File: src/rtl/ghost_mode_ctrl.sv
// ghost_mode_ctrl: sets the behaviour mode of all four ghosts.
// It runs the global scatter/chase schedule, the shared frightened timer, the
// per-ghost mode FSMs, the eat-combo index and the reversal pulses.
// All timers advance only on the frame tick. Every output is registered.
module ghost_mode_ctrl #(
  parameter int SCATTER_LONG  = 420,
  parameter int SCATTER_SHORT = 300,
  parameter int CHASE_LEN     = 1200,
  parameter int FRIGHT_LEN    = 360,
  parameter int FLASH_LEN     = 120
) (
  input  logic       i_clk,
  input  logic       i_rst,
  input  logic       i_tick,
  input  logic       i_game_start,
  input  logic       i_power_pellet,
  input  logic [3:0] i_ghost_eaten,
  input  logic [3:0] i_ghost_home,
  input  logic [3:0] i_release,
  output logic [3:0] o_blinky_state,
  output logic [3:0] o_pinky_state,
  output logic [3:0] o_inky_state,
  output logic [3:0] o_clyde_state,
  output logic [3:0] o_sched_mode,
  output logic       o_flash,
  output logic [1:0] o_combo,
  output logic [3:0] o_reverse
);

  typedef enum logic [3:0] {
    G_IDLE       = 4'd0,
    G_SCATTER    = 4'd1,
    G_CHASE      = 4'd2,
    G_FRIGHTENED = 4'd3,
    G_DIE        = 4'd4
  } ghost_state_t;

  localparam int MAX_SCHED = (SCATTER_LONG > SCATTER_SHORT) ? SCATTER_LONG : SCATTER_SHORT;
  localparam int MAX_SCHF  = (MAX_SCHED > CHASE_LEN) ? MAX_SCHED : CHASE_LEN;
  localparam int MAX_LEN   = (MAX_SCHF > FRIGHT_LEN) ? MAX_SCHF : FRIGHT_LEN;
  localparam int CNT_W     = $clog2(MAX_LEN + 1);

  typedef logic [CNT_W-1:0] cnt_t;

  localparam cnt_t FRIGHT_LOAD = cnt_t'(FRIGHT_LEN);
  localparam cnt_t FLASH_LVL   = cnt_t'(FLASH_LEN);
  localparam cnt_t CNT_ONE     = cnt_t'(1);

  // Length of a schedule phase; phase 7 never counts, so its length is unused.
  function automatic cnt_t phase_len(input logic [2:0] p);
    case (p)
      3'd0, 3'd2: phase_len = cnt_t'(SCATTER_LONG);
      3'd4, 3'd6: phase_len = cnt_t'(SCATTER_SHORT);
      default:    phase_len = cnt_t'(CHASE_LEN);
    endcase
  endfunction

  // Combo index saturates at 3 (the 1600-point eat).
  function automatic logic [1:0] combo_sat_inc(input logic [1:0] c);
    combo_sat_inc = (c == 2'd3) ? c : c + 2'd1;
  endfunction

  logic [2:0]   phase_r;
  cnt_t         sched_cnt_r;
  cnt_t         fright_cnt_r;
  ghost_state_t state_r [4];
  ghost_state_t sched_mode_r;
  logic         flash_r;
  logic [1:0]   combo_r;
  logic [3:0]   reverse_r;

  logic         any_fright;
  logic         any_fright_nxt;
  logic         sched_tick;
  logic         phase_adv;
  logic [2:0]   phase_nxt;
  cnt_t         sched_cnt_nxt;
  ghost_state_t mode_nxt;
  logic         fright_expire;
  cnt_t         fright_cnt_nxt;
  ghost_state_t state_nxt [4];
  logic [3:0]   reverse_nxt;
  logic         any_eat;
  logic [1:0]   combo_nxt;
  logic         flash_nxt;

  // Next-state evaluation: schedule, fright timer, per-ghost mode FSMs, combo and flash.
  always_comb begin
    any_fright = 1'b0;
    for (int g = 0; g < 4; g++) begin
      if (state_r[g] == G_FRIGHTENED) any_fright = 1'b1;
    end

    // The schedule freezes while anyone is frightened and stops for good in phase 7.
    sched_tick    = i_tick && !any_fright && (phase_r != 3'd7);
    phase_adv     = sched_tick && (sched_cnt_r <= CNT_ONE);
    phase_nxt     = phase_adv ? phase_r + 3'd1 : phase_r;
    sched_cnt_nxt = sched_cnt_r;
    if (phase_adv)       sched_cnt_nxt = phase_len(phase_nxt);
    else if (sched_tick) sched_cnt_nxt = sched_cnt_r - CNT_ONE;
    mode_nxt = phase_nxt[0] ? G_CHASE : G_SCATTER;

    // A pellet restarts the fright timer and overrides a same-cycle expiry.
    fright_expire  = i_tick && (fright_cnt_r == CNT_ONE) && !i_power_pellet;
    fright_cnt_nxt = fright_cnt_r;
    if (i_power_pellet)                       fright_cnt_nxt = FRIGHT_LOAD;
    else if (i_tick && fright_cnt_r != '0)    fright_cnt_nxt = fright_cnt_r - CNT_ONE;

    any_eat        = 1'b0;
    any_fright_nxt = 1'b0;
    reverse_nxt    = 4'b0000;
    for (int g = 0; g < 4; g++) begin
      state_nxt[g] = state_r[g];
      case (state_r[g])
        G_IDLE: begin
          if (i_release[g]) state_nxt[g] = mode_nxt;
        end
        G_SCATTER, G_CHASE: begin
          if (i_power_pellet) begin
            state_nxt[g]   = G_FRIGHTENED;
            reverse_nxt[g] = 1'b1;
          end else if (phase_adv) begin
            state_nxt[g]   = mode_nxt;
            reverse_nxt[g] = 1'b1;
          end
        end
        G_FRIGHTENED: begin
          if (i_ghost_eaten[g]) begin
            state_nxt[g] = G_DIE;
            any_eat      = 1'b1;
          end else if (fright_expire) begin
            state_nxt[g] = mode_nxt;
          end
        end
        G_DIE: begin
          if (i_ghost_home[g]) state_nxt[g] = G_IDLE;
        end
        default: state_nxt[g] = G_IDLE;
      endcase
      if (state_nxt[g] == G_FRIGHTENED) any_fright_nxt = 1'b1;
    end

    // Simultaneous eats in one cycle count as a single combo step.
    combo_nxt = combo_r;
    if (i_power_pellet) combo_nxt = 2'd0;
    else if (any_eat)   combo_nxt = combo_sat_inc(combo_r);

    flash_nxt = any_fright_nxt && (fright_cnt_nxt <= FLASH_LVL) && (fright_cnt_nxt != '0);
  end

  // State register; reset and game start take priority over every other input.
  always_ff @(posedge i_clk) begin
    if (i_rst || i_game_start) begin
      phase_r      <= 3'd0;
      sched_cnt_r  <= phase_len(3'd0);
      fright_cnt_r <= '0;
      sched_mode_r <= G_SCATTER;
      flash_r      <= 1'b0;
      reverse_r    <= 4'b0000;
      for (int g = 0; g < 4; g++) state_r[g] <= G_IDLE;
    end else begin
      phase_r      <= phase_nxt;
      sched_cnt_r  <= sched_cnt_nxt;
      fright_cnt_r <= fright_cnt_nxt;
      sched_mode_r <= mode_nxt;
      flash_r      <= flash_nxt;
      reverse_r    <= reverse_nxt;
      for (int g = 0; g < 4; g++) state_r[g] <= state_nxt[g];
    end

    // The combo survives a game start so the last score can still be read.
    if (i_rst)              combo_r <= 2'd0;
    else if (!i_game_start) combo_r <= combo_nxt;
  end

  assign o_blinky_state = state_r[0];
  assign o_pinky_state  = state_r[1];
  assign o_inky_state   = state_r[2];
  assign o_clyde_state  = state_r[3];
  assign o_sched_mode   = sched_mode_r;
  assign o_flash        = flash_r;
  assign o_combo        = combo_r;
  assign o_reverse      = reverse_r;

endmodule

File: config.mk
export PLATFORM = sky130hd
export DESIGN_NAME = ghost_mode_ctrl
export DESIGN_NICKNAME = d
export VERILOG_FILES = /design/src/rtl/ghost_mode_ctrl.sv
export SDC_FILE = /design/constraint.sdc
export NUM_CORES = 1
export LEC_CHECK = 0
export ABC_CLOCK_PERIOD_IN_PS = 2500
export BUFFER_PORTS_ARGS = -buffer_cell sky130_fd_sc_hd__buf_2
export CAP_MARGIN = 20
export CELL_PAD_IN_SITES_DETAIL_PLACEMENT = 1
export CELL_PAD_IN_SITES_GLOBAL_PLACEMENT = 1
export CORE_UTILIZATION = 42
export DETAILED_ROUTE_END_ITERATION = 8
export PLACE_DENSITY = 0.8
export SLEW_MARGIN = 20
export SYNTH_ARGS = -nofsm -noshare
export SYNTH_HDL_FRONTEND = slang
export SYNTH_SLANG_ARGS = --single-unit
File: constraint.sdc
create_clock -name i_clk -period 2.5 [get_ports i_clk]
set_input_delay 0.25 -clock i_clk [delete_from_list [all_inputs] [get_ports i_clk]]
set_output_delay 0.25 -clock i_clk [all_outputs]
set_load 0.005 [all_outputs]
Word level (Yosys, flattened, before mapping)
Memories as Yosys holds them, arrays and structs flattened.
Cells that the tools add are included.
{"block": "word_totals", "register_bits": 36, "mem_bits_rw": 16, "input_bits": 17, "out_inout_bits": 27, "wordCells": 147, "mem_count": 1}
{"block": "classes", "n_addsub": 4, "magnitude_cmp": 2, "n_eq_ne": 27, "muxes": 63, "bitwise": 9, "reduce_logical": 31}
{"name": "state_r", "depth": 4, "word_bits": 4, "read_ports": 4, "rd_clocked_by_memory_dff": 0, "write_ports": 4, "line_no": "66", "text": "ghost_state_t state_r [4];"}
{"operator": "$mux 4", "count": 28}
{"operator": "$pmux 4 s4", "count": 4}
{"operator": "$eq 4x2->1 const B", "count": 12}
{"operator": "$mux 11", "count": 4}
{"operator": "$pmux 11 s2", "count": 1}
{"operator": "$reduce_bool 11->1", "count": 2}
{"operator": "$sub 11x1->11 const B", "count": 2}
{"operator": "$mux 1", "count": 21}
{"operator": "$reduce_or 2->1", "count": 10}
{"operator": "$eq 4x1->1 const B", "count": 4}
{"operator": "$eq 4x3->1 const B", "count": 4}
{"operator": "$logic_not 4->1", "count": 4}
{"operator": "$eq 11x1->1 const B", "count": 1}
{"operator": "$le 11x1->1 const B", "count": 1}
{"operator": "$le 11x7->1 const B", "count": 1}
{"operator": "$logic_and 1x1->1", "count": 8}
{"operator": "$mux 2", "count": 4}
{"operator": "$eq 3x3->1 const B", "count": 2}
{"operator": "$not 1->1", "count": 5}
{"operator": "$or 1x1->1", "count": 4}
{"operator": "$reduce_bool 2->1", "count": 2}
{"operator": "$add 3x1->3 const B", "count": 1}
{"operator": "$eq 3x2->1 const B", "count": 1}
{"operator": "$logic_not 3->1", "count": 1}
{"operator": "other kinds (8)", "count": 9}

Longest topological paths before layout
Gate-level depths: netlist of run 1.
An unclocked memory read counts as a cell.
{"block": "logic_depth", "word_depth": 22, "ltp_mapped": 9, "depth_no_buf": 8}

Worst setup path before layout of run 1
Ideal clock, no wire load.
{"block": "synth_timing", "path_type": "flip-flop to flip-flop", "start": "register fright_cnt_r[0]", "end": "register flash_r, in the netlist o_flash", "setup_ns": 0.131, "arrival_ns": 1.775, "t_required_ns": 2.369, "slack_ns": 0.594, "stages_incl_launch_ff": 9, "n_path_buf": 0, "synth_period_minus_slack_ns": 1.906, "path_cell_list": "dfxtp_1 -> inv_1 -> ha_1 -> nor2b_1 -> a211oi_1 -> xnor2_1 -> nand3_1 -> nor4_1 -> nor4_2"}
{"block": "synth_via", "elab_chain_cells": 13, "elab_cells_between_ends": 32, "cone_classes": "add/sub: 1; order compare: 1; eq/ne: 5; mux: 18; reduce/logical: 7"}
{"element": "start: declaration", "line_no": "65", "text": "cnt_t fright_cnt_r;"}
{"element": "start signal: assignment", "line_no": "164", "text": "fright_cnt_r <= fright_cnt_nxt;"}
{"element": "parallel branches: the longest is 12 deep, another holds $sub 11x1->11"}
{"element": "$logic_and 1x1->1 (*)", "line_no": "148", "text": "flash_nxt = any_fright_nxt && (fright_cnt_nxt <= FLASH_LVL) && (fright_cnt_nxt != '0);"}
{"element": "end signal: assignment", "line_no": "166", "text": "flash_r <= flash_nxt;"}
{"element": "end: declaration", "line_no": "68", "text": "logic flash_r;"}
Mark *: on every way between the ends.
A chain may end at the register's enable or synchronous reset.

==> results of run 1 <==
## registers in the layout (all words and copies together), names as in the netlist
name          flops
fright_cnt_r     11
o_combo           2
o_flash           1
o_reverse         4
o_sched_mode      1
phase_r           3
sched_cnt_r      11
state_r          16
## cell families (layout without fill, tap and decap cells)
group | Yosys count | after routing
AND/OR/NAND/NOR | 145 | 145
other | 1 | 6
multiplexers | 5 | 5
XOR/XNOR | 13 | 13
buffers and inverters | 21 | 65
AO/OA/AOI/OAI | 80 | 80
flip-flops | 49 | 49
adder cells (fa/ha/maj) | 8 | 8
## worst max path at each step
stage                          from             to  slack, ps  cells past startpoint
floorplan           fright_cnt_r[0]        o_flash        590                      8
global placement     sched_cnt_r[5]  state_r[0][0]        340                      6
detailed placement   sched_cnt_r[5]  state_r[2][0]        250                      6
CTS                  sched_cnt_r[5]  state_r[2][0]        220                      6
global route         sched_cnt_r[5]  state_r[0][0]         20                      6
finish               sched_cnt_r[5]  state_r[2][0]        220                      6
## Yosys cell counts (2+ instances only)
library cell	count
o2111ai_1	2
xor2_1	6
a211oi_1	3
ha_1	8
nand3_1	11
a31oi_1	4
a22oi_1	3
nor4_1	4
nand3b_1	2
and3_1	5
nor4_4	2
nor3b_1	2
buf_4	4
buf_2	4
nor2b_1	9
o21bai_1	2
xnor2_1	6
clkbuf_1	4
a2111oi_0	2
inv_1	7
nand2_1	27
mux2i_1	5
a21oi_1	27
and4bb_2	3
nor3_1	16
nor2_1	45
o22ai_1	10
or3_1	3
a21boi_0	8
dfxtp_1	49
nand2b_1	2
o21ai_0	11
## power groups by stage
stage               Sequential (µW)  Clock (µW)  Combinational [µW]
detailed placement              837           0                 204
global placement                836           0                 199
CTS                             819         611                 205
global route                    823         644                 230
finish                          819         599                 205
floorplan                       831           0                 142
## routing by layer
metal / wire, µm / GRT usage
met1: 3570 / 0.311
met2: 3420 / 0.397
met3: 187 / 0.0389
met4: 60 / 0.0544
met5: 0 / 0
## final cells by class
cell class,instances,area [µm²],area share
clock inverters,2,37.5,0.0121
repair buffers,49,265,0.0855
multi-input cells,257,1610,0.520
inverters,8,30.0,0.00968
well taps,75,93.8,0.0302
clock buffers,6,82.6,0.0266
flip-flops and latches,49,981,0.316
## per-stage QoR
stage          instance area (µm²)  cells
2_1_floorplan                 2700    327
3_3_place_gp                  2980    438
3_5_place_dp                  2980    438
4_1_cts                       3100    446
5_1_grt                       3100    446
6_report                      3100    446
==> flow_metrics.tcl, run 1 <==
set metrics [dict create \
    place_ws_ps 254 \
    portBuffers 41 \
    hold_viol_final 0 \
    num_vias 2470 \
    htreeDepth 2 \
    insertion_delay_ps 310 \
    cts_resized 0 \
    synth_cell_types 58 \
    ctsHoldBuffers 0 \
    synth-xor-area-share 0.0494 \
    p_switching_uw 415 \
    dpl.hpwl_mm 5.38 \
    powerDensity_nw_per_um2 523 \
    worstReg2RegEnd "state_r[2][0]" \
    holdPathEnd "o_combo[1]" \
    syn_avg_cell_area_um2 8.33 \
    synth_top_family_by_area "simple AND/OR/NAND/NOR gates" \
    cts_buffers 5 \
    total_power_uw 1620 \
    path_clk_slew_ps 90 \
    yosysWarnings 0 \
    ff2ff_setup_slack_ps 220 \
    gp_congestion 0.800 \
    grt_max_degree 20 \
    grt_usage 0.235 \
    worstHoldPathCells 2 \
    synth_top_area_frac 0.366 \
    ys_ff_latch 49 \
    synth_simple_gate_area_frac 0.298 \
    cp_num_buf_inv 0 \
    drive_gt1_frac 0.199 \
    final_nets 395 \
    synth_edf_count 0 \
    grt_pass1_vias 2446 \
    layout_min_cycle_time_ps 2280 \
    fin_util 0.515 \
    max-vdd-ir-drop_mv 0.248 \
    gr-total-overflow 0 \
    cpPeakStageDelay_ps 450 \
    crit_chain "nor4_4 > and4_1 > nand3_4 > xnor2_4 > a21boi_0 > o22ai_1" \
    crit_family "simple AND/OR/NAND/NOR gates" \
    core_um2 6030 \
    finalCritPeriodShare 0.912 \
    fin_skew_ps 5.77 \
    worst_hold_slack_ps 142 \
    syn-cell-area_um2 2680 \
    async_flop_share 0 \
    setup_ws_ps 219 \
    synth_compound_area_frac 0.189 \
    io-pin-count 44 \
    cp-start-kind "register" \
    fin_tns_setup_ps 0 \
    antenna_found_initial 0 \
    dieArea_um2 6710 \
    clk_path_buf_depth 2 \
    mostFrequentLayoutCells "dfxtp_1 (49), nor2_1 (45), buf_2 (41)" \
    min_path_type "input pin to register" \
    synthCells 322 \
    seq_area_frac_synth 0.366 \
    wire_per_inst_um 16.2 \
    status "completed" \
    critPathSlowestCell "and4_1" \
    rsz0062_at_grt "false" \
    pwr-share-comb 0.126 \
    p_leak_uw 0.00129 \
    diodes 0 \
    die_h_um 81.9 \
    postCtsSetupBuffers 0 \
    clockRootBuffer "clkbuf_8" \
    post-route-drc-count 0 \
    crit_arrival_ps 2470 \
    grt_pass1_wl_mm 12.0 \
    synth.largest_area_cell "dfxtp_1" \
    fmax_mhz 438 \
    ant_nets 0 \
    critPathMaxFanout 16 \
    fillers 762 \
    die_w_um 81.9 \
    drtIter0Drc 95 \
    criticalPathCategory "register to register" \
    internal-power_uw 1210 \
    clock-sinks 49 \
    slew_violations 0 \
    maxCapViolCount 0 \
    worstPathRequired_ps 2690 \
    clock_power_share 0.369 \
    cts_tree "built" \
    worst_pin_slew_ps 604 \
    slew_headroom 0.596 \
    vias_per_cell 5.54 \
    synthFlopType "dfxtp_1" \
    ys_top_cells_by_area "dfxtp_1 (37%), nor2_1 (6.3%), a21oi_1 (5.0%)" \
    crit_path_end_kind "register" \
    layout-area-overhead-vs-synth_pct 15.6 \
    synth_fa_ha_area_frac 0.0373 \
    worstReg2RegStart "sched_cnt_r[5]" \
    muxShareOfSynthArea 0.0186 \
    routed_wl_mm 7.23 \
    initial_utilization 0.445 \
    switching_share 0.256 \
    min-delay-start "i_rst" \
    rows 28 \
    ff2ff_path_depth 6 \
    setup_viol 0 \
    p_seq_frac 0.505 \
    final_common_cell "dfxtp_1" \
    drt_first_pass_iters 4 \
]
No activity file was read; power rests on OpenSTA's default activity.
==> run 2: changes to the inputs <==
--- a/config.mk
+++ b/config.mk
@@ -6,4 +6,5 @@
 export NUM_CORES = 1
 export LEC_CHECK = 0
+export ABC_AREA = 1
 export ABC_CLOCK_PERIOD_IN_PS = 2500
 export BUFFER_PORTS_ARGS = -buffer_cell sky130_fd_sc_hd__buf_2
@@ -11,8 +12,7 @@
 export CELL_PAD_IN_SITES_DETAIL_PLACEMENT = 1
 export CELL_PAD_IN_SITES_GLOBAL_PLACEMENT = 1
-export CORE_UTILIZATION = 42
+export CORE_UTILIZATION = 40
 export DETAILED_ROUTE_END_ITERATION = 8
 export PLACE_DENSITY = 0.8
-export SLEW_MARGIN = 20
 export SYNTH_ARGS = -nofsm -noshare
 export SYNTH_HDL_FRONTEND = slang
==> constraint.sdc (replaced) <==
create_clock -name i_clk -period 2.5 [get_ports i_clk]
set_input_delay 0 -clock i_clk [delete_from_list [all_inputs] [get_ports i_clk]]
set_output_delay 0 -clock i_clk [all_outputs]
set_load 0.005 [all_outputs]
==> run 2 against run 1 <==
First-iteration DRC count shrank 3.2%. Clock power shrank 19%. Highest routed layer unchanged. Synthesized area grew 7.7%. Sequential cell count is the same. Critical endpoint is now o_flash. Setup slack gained 53 ps. Combinational power grew 42%. Via count grew 20%. Utilization shrank 3.0 points. Global-route usage grew 0.25 points. Largest cell class unchanged. Total power shrank 1.5%. Design area grew 8.0%.
==> flow_metrics.tcl, run 2 <==
set metrics [dict create \
    synth_simple_gate_area_frac 0.401 \
    grt_pass1_wl_mm 14.0 \
    ctsHoldBuffers 6 \
    slew_headroom 0.626 \
    postCtsSetupBuffers 0 \
    routed_wl_mm 8.35 \
    slew_violations 0 \
    ys_top_cells_by_area "dfxtp_1 (34%), nand2_1 (15%), nor2_1 (8.3%)" \
    synthCells 446 \
    cts_resized 0 \
    fin_tns_setup_ps 0 \
    finalCritPeriodShare 0.891 \
    fin_cells 596 \
    crit_top_cell "nand2_1" \
    path_clk_slew_ps 100 \
    antenna_found_initial 0 \
    cpPeakStageDelay_ps 380 \
    synth_edf_count 0 \
    final_nets 524 \
    clock-sinks 49 \
    crit_chain "ha_1 > ha_1 > nor2_1 > nand2_2 > nor2_8 > nand2_4 > nand2_1 > nand3_1 > nand2_1 > nand3_1 > nand2_1 > nand2_1 > nor2_1 > nor2_1" \
    seq_area_frac_synth 0.339 \
    critPathSlowestCell "dfxtp_1" \
    grt_max_degree 21 \
    diodes 0 \
    max-vdd-ir-drop_mv 0.275 \
    synth_top_area_frac 0.339 \
    drtIter0Drc 92 \
    initial_utilization 0.419 \
    multi_input_area_um2 1630 \
    synth.largest_area_cell "dfxtp_1" \
    layout_min_cycle_time_ps 2230 \
    synthFlopType "dfxtp_1" \
    wire_per_inst_um 14.0 \
    ant_nets 0 \
    crit_path_end_kind "register" \
    setup_viol 0 \
    regMostFlops "state_r" \
    synth_commonest_cells "nand2_1 (116), nor2_1 (64), inv_1 (55)" \
    dpl.hpwl_mm 6.38 \
    synth_compound_area_frac 0.0874 \
    maxCapViolCount 0 \
    synth_fa_ha_area_frac 0.0346 \
    io-pin-count 44 \
    drt_first_pass_iters 4 \
    clk_path_buf_depth 2 \
    insertion_delay_ps 310 \
    crit_arrival_ps 2440 \
    die_w_um 87.0 \
    portBuffers 41 \
    rsz0062_at_grt "false" \
    fmax_mhz 449 \
    cp-start-kind "register" \
    switching_share 0.309 \
    criticalPathCategory "register to register" \
    final_common_cell "nand2_1" \
    placedCellCount 582 \
    gr-total-overflow 0 \
    vias_per_cell 4.99 \
    hold_viol_final 0 \
    post-route-drc-count 0 \
    htreeDepth 2 \
    largest_reg_flops 16 \
    yosysWarnings 0 \
    powerDensity_nw_per_um2 477 \
    yosysMostFrequentCell "nand2_1" \
    core_um2 6910 \
    fin_skew_ps 10.5 \
    regArea_um2 981 \
    num_vias 2975 \
    drive_gt1_frac 0.140 \
    grt_usage 0.238 \
    critPathMaxFanout 15 \
    synth-xor-area-share 0.0333 \
    grt_pass1_vias 2946 \
    dieArea_um2 7570 \
    async_flop_share 0 \
    p_switching_uw 494 \
    internal-power_uw 1100 \
    largestRegisters "state_r: 16 flops, fright_cnt_r: 11 flops, sched_cnt_r: 11 flops" \
    fin_util 0.485 \
    worstPathRequired_ps 2710 \
    gp_congestion 0.900 \
    layout-area-overhead-vs-synth_pct 15.9 \
    ys_ff_latch 49 \
    syn_avg_cell_area_um2 6.48 \
    p_leak_uw 0.00169 \
    clock_power_share 0.304 \
    cts_tree "built" \
    rows 30 \
    fillers 976 \
    muxShareOfSynthArea 0 \
    synth_cell_types 40 \
    min_path_type "input pin to register" \
    cts_buffers 5 \
    p_seq_frac 0.514 \
    die_h_um 87.0 \
    pwr-share-comb 0.182 \
    mostFrequentLayoutCells "nand2_1 (116), nor2_1 (64), inv_1 (55)" \
    synth_top_family_by_area "simple AND/OR/NAND/NOR gates" \
    worst_pin_slew_ps 557 \
    status "completed" \
    syn-cell-area_um2 2890 \
    clockRootBuffer "clkbuf_8" \
]
-- run 2: cell count changes after synthesis, moves of 9 or more --
| cell | before | now |
|---|---|---|
| o22ai_1 | 10 | 0 |
| nand3_1 | 11 | 45 |
| a21oi_1 | 27 | 13 |
| nor2b_1 | 9 | 0 |
| nor2_1 | 45 | 64 |
| inv_1 | 7 | 55 |
| nand2_1 | 27 | 116 |
| o21ai_0 | 11 | 21 |
-- run 2: metal layers --
metal,share of wire,track usage,routed length (µm),vias to the layer above
met4,0.016,0.0758,130,0
li1,-,-,-,1521
met3,0.037,0.0341,309,14
met5,0,0,0,-
met1,0.49,0.326,4130,1385
met2,0.45,0.384,3780,55
-- run 2: final timing paths --
kind | start | endpoint | slack, ps | depth (start not counted)
hold reg to reg | o_combo[0] | o_combo[0] | 500 | 2
setup reg to reg | phase_r[0] | o_flash | 270 | 14
hold / removal | i_ghost_eaten[3] | state_r[3][2] | 9 | 3
setup / recovery | phase_r[0] | o_flash | 270 | 14
-- run 2: cell type report --
type | count | share of cell area
tap | 96 | 0.0358
timing repair buffer | 52 | 0.0904
clock inverter | 2 | 0.00448
sequential | 49 | 0.293
inverter | 61 | 0.0683
multi-input combinational | 330 | 0.487
clock buffer | 6 | 0.0217
-- run 2: kinds of logic (layout without fill, tap and decap cells) --
kind of cell               count (synthesis)  in the layout
buffers and inverters                     72            121
adders and majority gates                  8              8
xor gates and xnor gates                  11             11
DFF                                       49             49
and+or+nand+nor                          260            260
other                                      1              6
AOI/OAI and AO/OA                         45             45
-- run 2: power by group through the flow --
stage | sequential [µW] | clock [µW] | combinational [µW]
6_report | 822 | 486 | 291
5_1_grt | 826 | 524 | 331
4_1_cts | 822 | 503 | 291
3_5_place_dp | 840 | 0 | 283
3_3_place_gp | 839 | 0 | 274
2_1_floorplan | 836 | 0 | 203
-- run 2: critical path, delay by kind of cell, from the launching register on --
kind,cells,cell delay [ps]
simple gates,12,1330
flops,1,380
fa+ha+maj,2,400
-- run 2: metrics by stage --
stage | hold slack [ps] | cell area [µm²] | total power [µW] | setup slack [ps]
after floorplan | 69.1 | 2910 | 1040 | 595
after global placement | 197 | 3200 | 1110 | 404
after detailed placement | 209 | 3200 | 1120 | 318
after CTS | 4.90 | 3350 | 1620 | 283
after global routing | 50.3 | 3350 | 1680 | 91.1
final | 8.79 | 3350 | 1600 | 272
==> run 3: changes to the inputs <==
- ABC_CLOCK_PERIOD_IN_PS: 2500 -> 2100
- clock period: 2.5 -> 2.1 ns (I/O delays scaled with it)
==> run 3 against run 2 <==
Setup slack worse by 170 ps. Largest power group unchanged. Design area is 6.0% higher. Wire length rose by 2.7%. Critical path depth down 4. Cell count is 1.8% higher. Critical endpoint is now sched_cnt_r[3]. Register-to-register slack lost 170 ps. Global-route usage down 0.34 points. Count of clock-buffer cells in the layout unchanged. Combinational power rose by 26%. Highest routed layer unchanged. Sequential cell count unchanged. Critical path type unchanged.
==> flow_metrics.tcl, run 3 (synthesized netlist as in run 2, its figures left out) <==
set metrics [dict create \
    fin_skew_ps 8.76 \
    largestRegisters "state_r: 16 flops, fright_cnt_r: 11 flops, sched_cnt_r: 11 flops" \
    cpPeakStageDelay_ps 320 \
    worst_hold_slack_ps 14.6 \
    layout-area-overhead-vs-synth_pct 22.8 \
    min_path_type "input pin to register" \
    mostFrequentLayoutCells "nand2_1 (112), nor2_1 (59), inv_1 (54)" \
    status "completed" \
    final_common_cell "nand2_1" \
    gp_congestion 0.878 \
    max-vdd-ir-drop_mv 0.247 \
    worst_pin_slew_ps 554 \
    crit_path_end_kind "register" \
    cp-start-kind "register" \
    cts_buffers 5 \
    drive_gt1_frac 0.194 \
    critPathMaxFanout 6 \
    finalCritPeriodShare 0.950 \
    grt_pass1_wl_mm 14.0 \
    dpl.hpwl_mm 6.59 \
    wire_per_inst_um 14.1 \
    path_clk_slew_ps 90 \
    maxCapViolCount 0 \
    grt_max_degree 18 \
    criticalPathCategory "register to register" \
    p_leak_uw 0.00177 \
    diodes 0 \
    fillers 954 \
    powerDensity_nw_per_um2 572 \
    cts_tree "built" \
    clk_path_buf_depth 2 \
    drt_first_pass_iters 4 \
    portBuffers 41 \
    initial_utilization 0.419 \
    fmax_mhz 501 \
    rsz0062_at_grt "true" \
    dieArea_um2 7570 \
    clockRootBuffer "clkbuf_8" \
    post-route-drc-count 0 \
    crit_chain "ha_1 > ha_1 > nor2_1 > nand2_2 > nor2_8 > nand3_4 > clkbuf_2 > inv_1 > a21oi_1 > a221oi_1" \
    fin_cells 607 \
    clock-sinks 49 \
    largest_reg_flops 16 \
    grt_usage 0.234 \
    slew_headroom 0.628 \
    final_nets 535 \
    setup_viol 0 \
    vias_per_cell 5.02 \
    num_vias 3045 \
    io-pin-count 44 \
    htreeDepth 2 \
    die_w_um 87.0 \
    layout_min_cycle_time_ps 1990 \
    crit_arrival_ps 2190 \
    crit_family "simple AND/OR/NAND/NOR gates" \
    rows 30 \
    ant_nets 0 \
    cp_num_buf_inv 2 \
    placedCellCount 590 \
    worstPathRequired_ps 2300 \
    crit_top_cell "ha_1" \
    critPathSlowestCell "dfxtp_1" \
    slew_violations 0 \
    antenna_found_initial 0 \
    grt_pass1_vias 2962 \
    insertion_delay_ps 300 \
    drtIter0Drc 176 \
    hold_viol_final 0 \
    gr-total-overflow 0 \
    regMostFlops "state_r" \
    core_um2 6910 \
    die_h_um 87.0 \
    routed_wl_mm 8.57 \
]
[run 3: layout make-up]
| cell class | count | area (µm²) | share of cell area |
|---|---|---|---|
| multi-input cells | 330 | 1720 | 0.485 |
| flip-flops and latches | 49 | 983 | 0.277 |
| clock buffers | 6 | 72.6 | 0.0204 |
| repair buffers | 63 | 384 | 0.108 |
| clock inverters | 2 | 38.8 | 0.0109 |
| well taps | 96 | 120 | 0.0338 |
| inverters | 61 | 229 | 0.0645 |
[run 3: layer usage]
layer | vias to the layer above | GRT usage | share of wire
met1 | 1424 | 0.327 | 0.49
li1 | 1544 | - | -
met5 | - | 0 | 0
met2 | 68 | 0.394 | 0.46
met3 | 9 | 0.0284 | 0.036
met4 | 0 | 0.0379 | 0.0097
[run 3: final timing paths]
kind              depth (start not counted)  slack [ps]        endpoint             start
setup / recovery                         10         110  sched_cnt_r[3]        phase_r[0]
hold / removal                            3          10   state_r[3][2]  i_ghost_eaten[3]
setup reg to reg                         10         110  sched_cnt_r[3]        phase_r[0]
hold reg to reg                           2         490      phase_r[1]        phase_r[1]
[run 3: metrics by stage]
step                      setup TNS (ps)  setup WS, ps  total power [µW]   util  cell area [µm²]
after floorplan                        0           195              1240      -             2910
after global placement                 0           125              1330  0.472             3260
after detailed placement               0          11.4              1350  0.472             3260
after CTS                              0          15.2              2040  0.497             3430
after global routing               -28.6         -18.5              2140  0.514             3550
final                                  0           106              2030  0.514             3550
[run 3: power breakdown]
part | switching, µW | internal (µW)
logic | 228 | 138
clock network | 328 | 358
registers | 27.0 | 953
[run 3: repair_timing]
action                                  in CTS  in global routing
resized for setup                            1                 26
setup buffers                                0                  4
endpoints found under the hold margin        6                  0
pin swaps                                    0                  6
hold buffers                                 5                  0
endpoints found under the setup margin       1                  5
cloned                                       0                  0
[run 3: worst min-delay path: cells and delay by family]
kind | cells | cell delay [ps]
compound gates | 1 | 70
buf+inv | 1 | 110
simple gates | 1 | 100
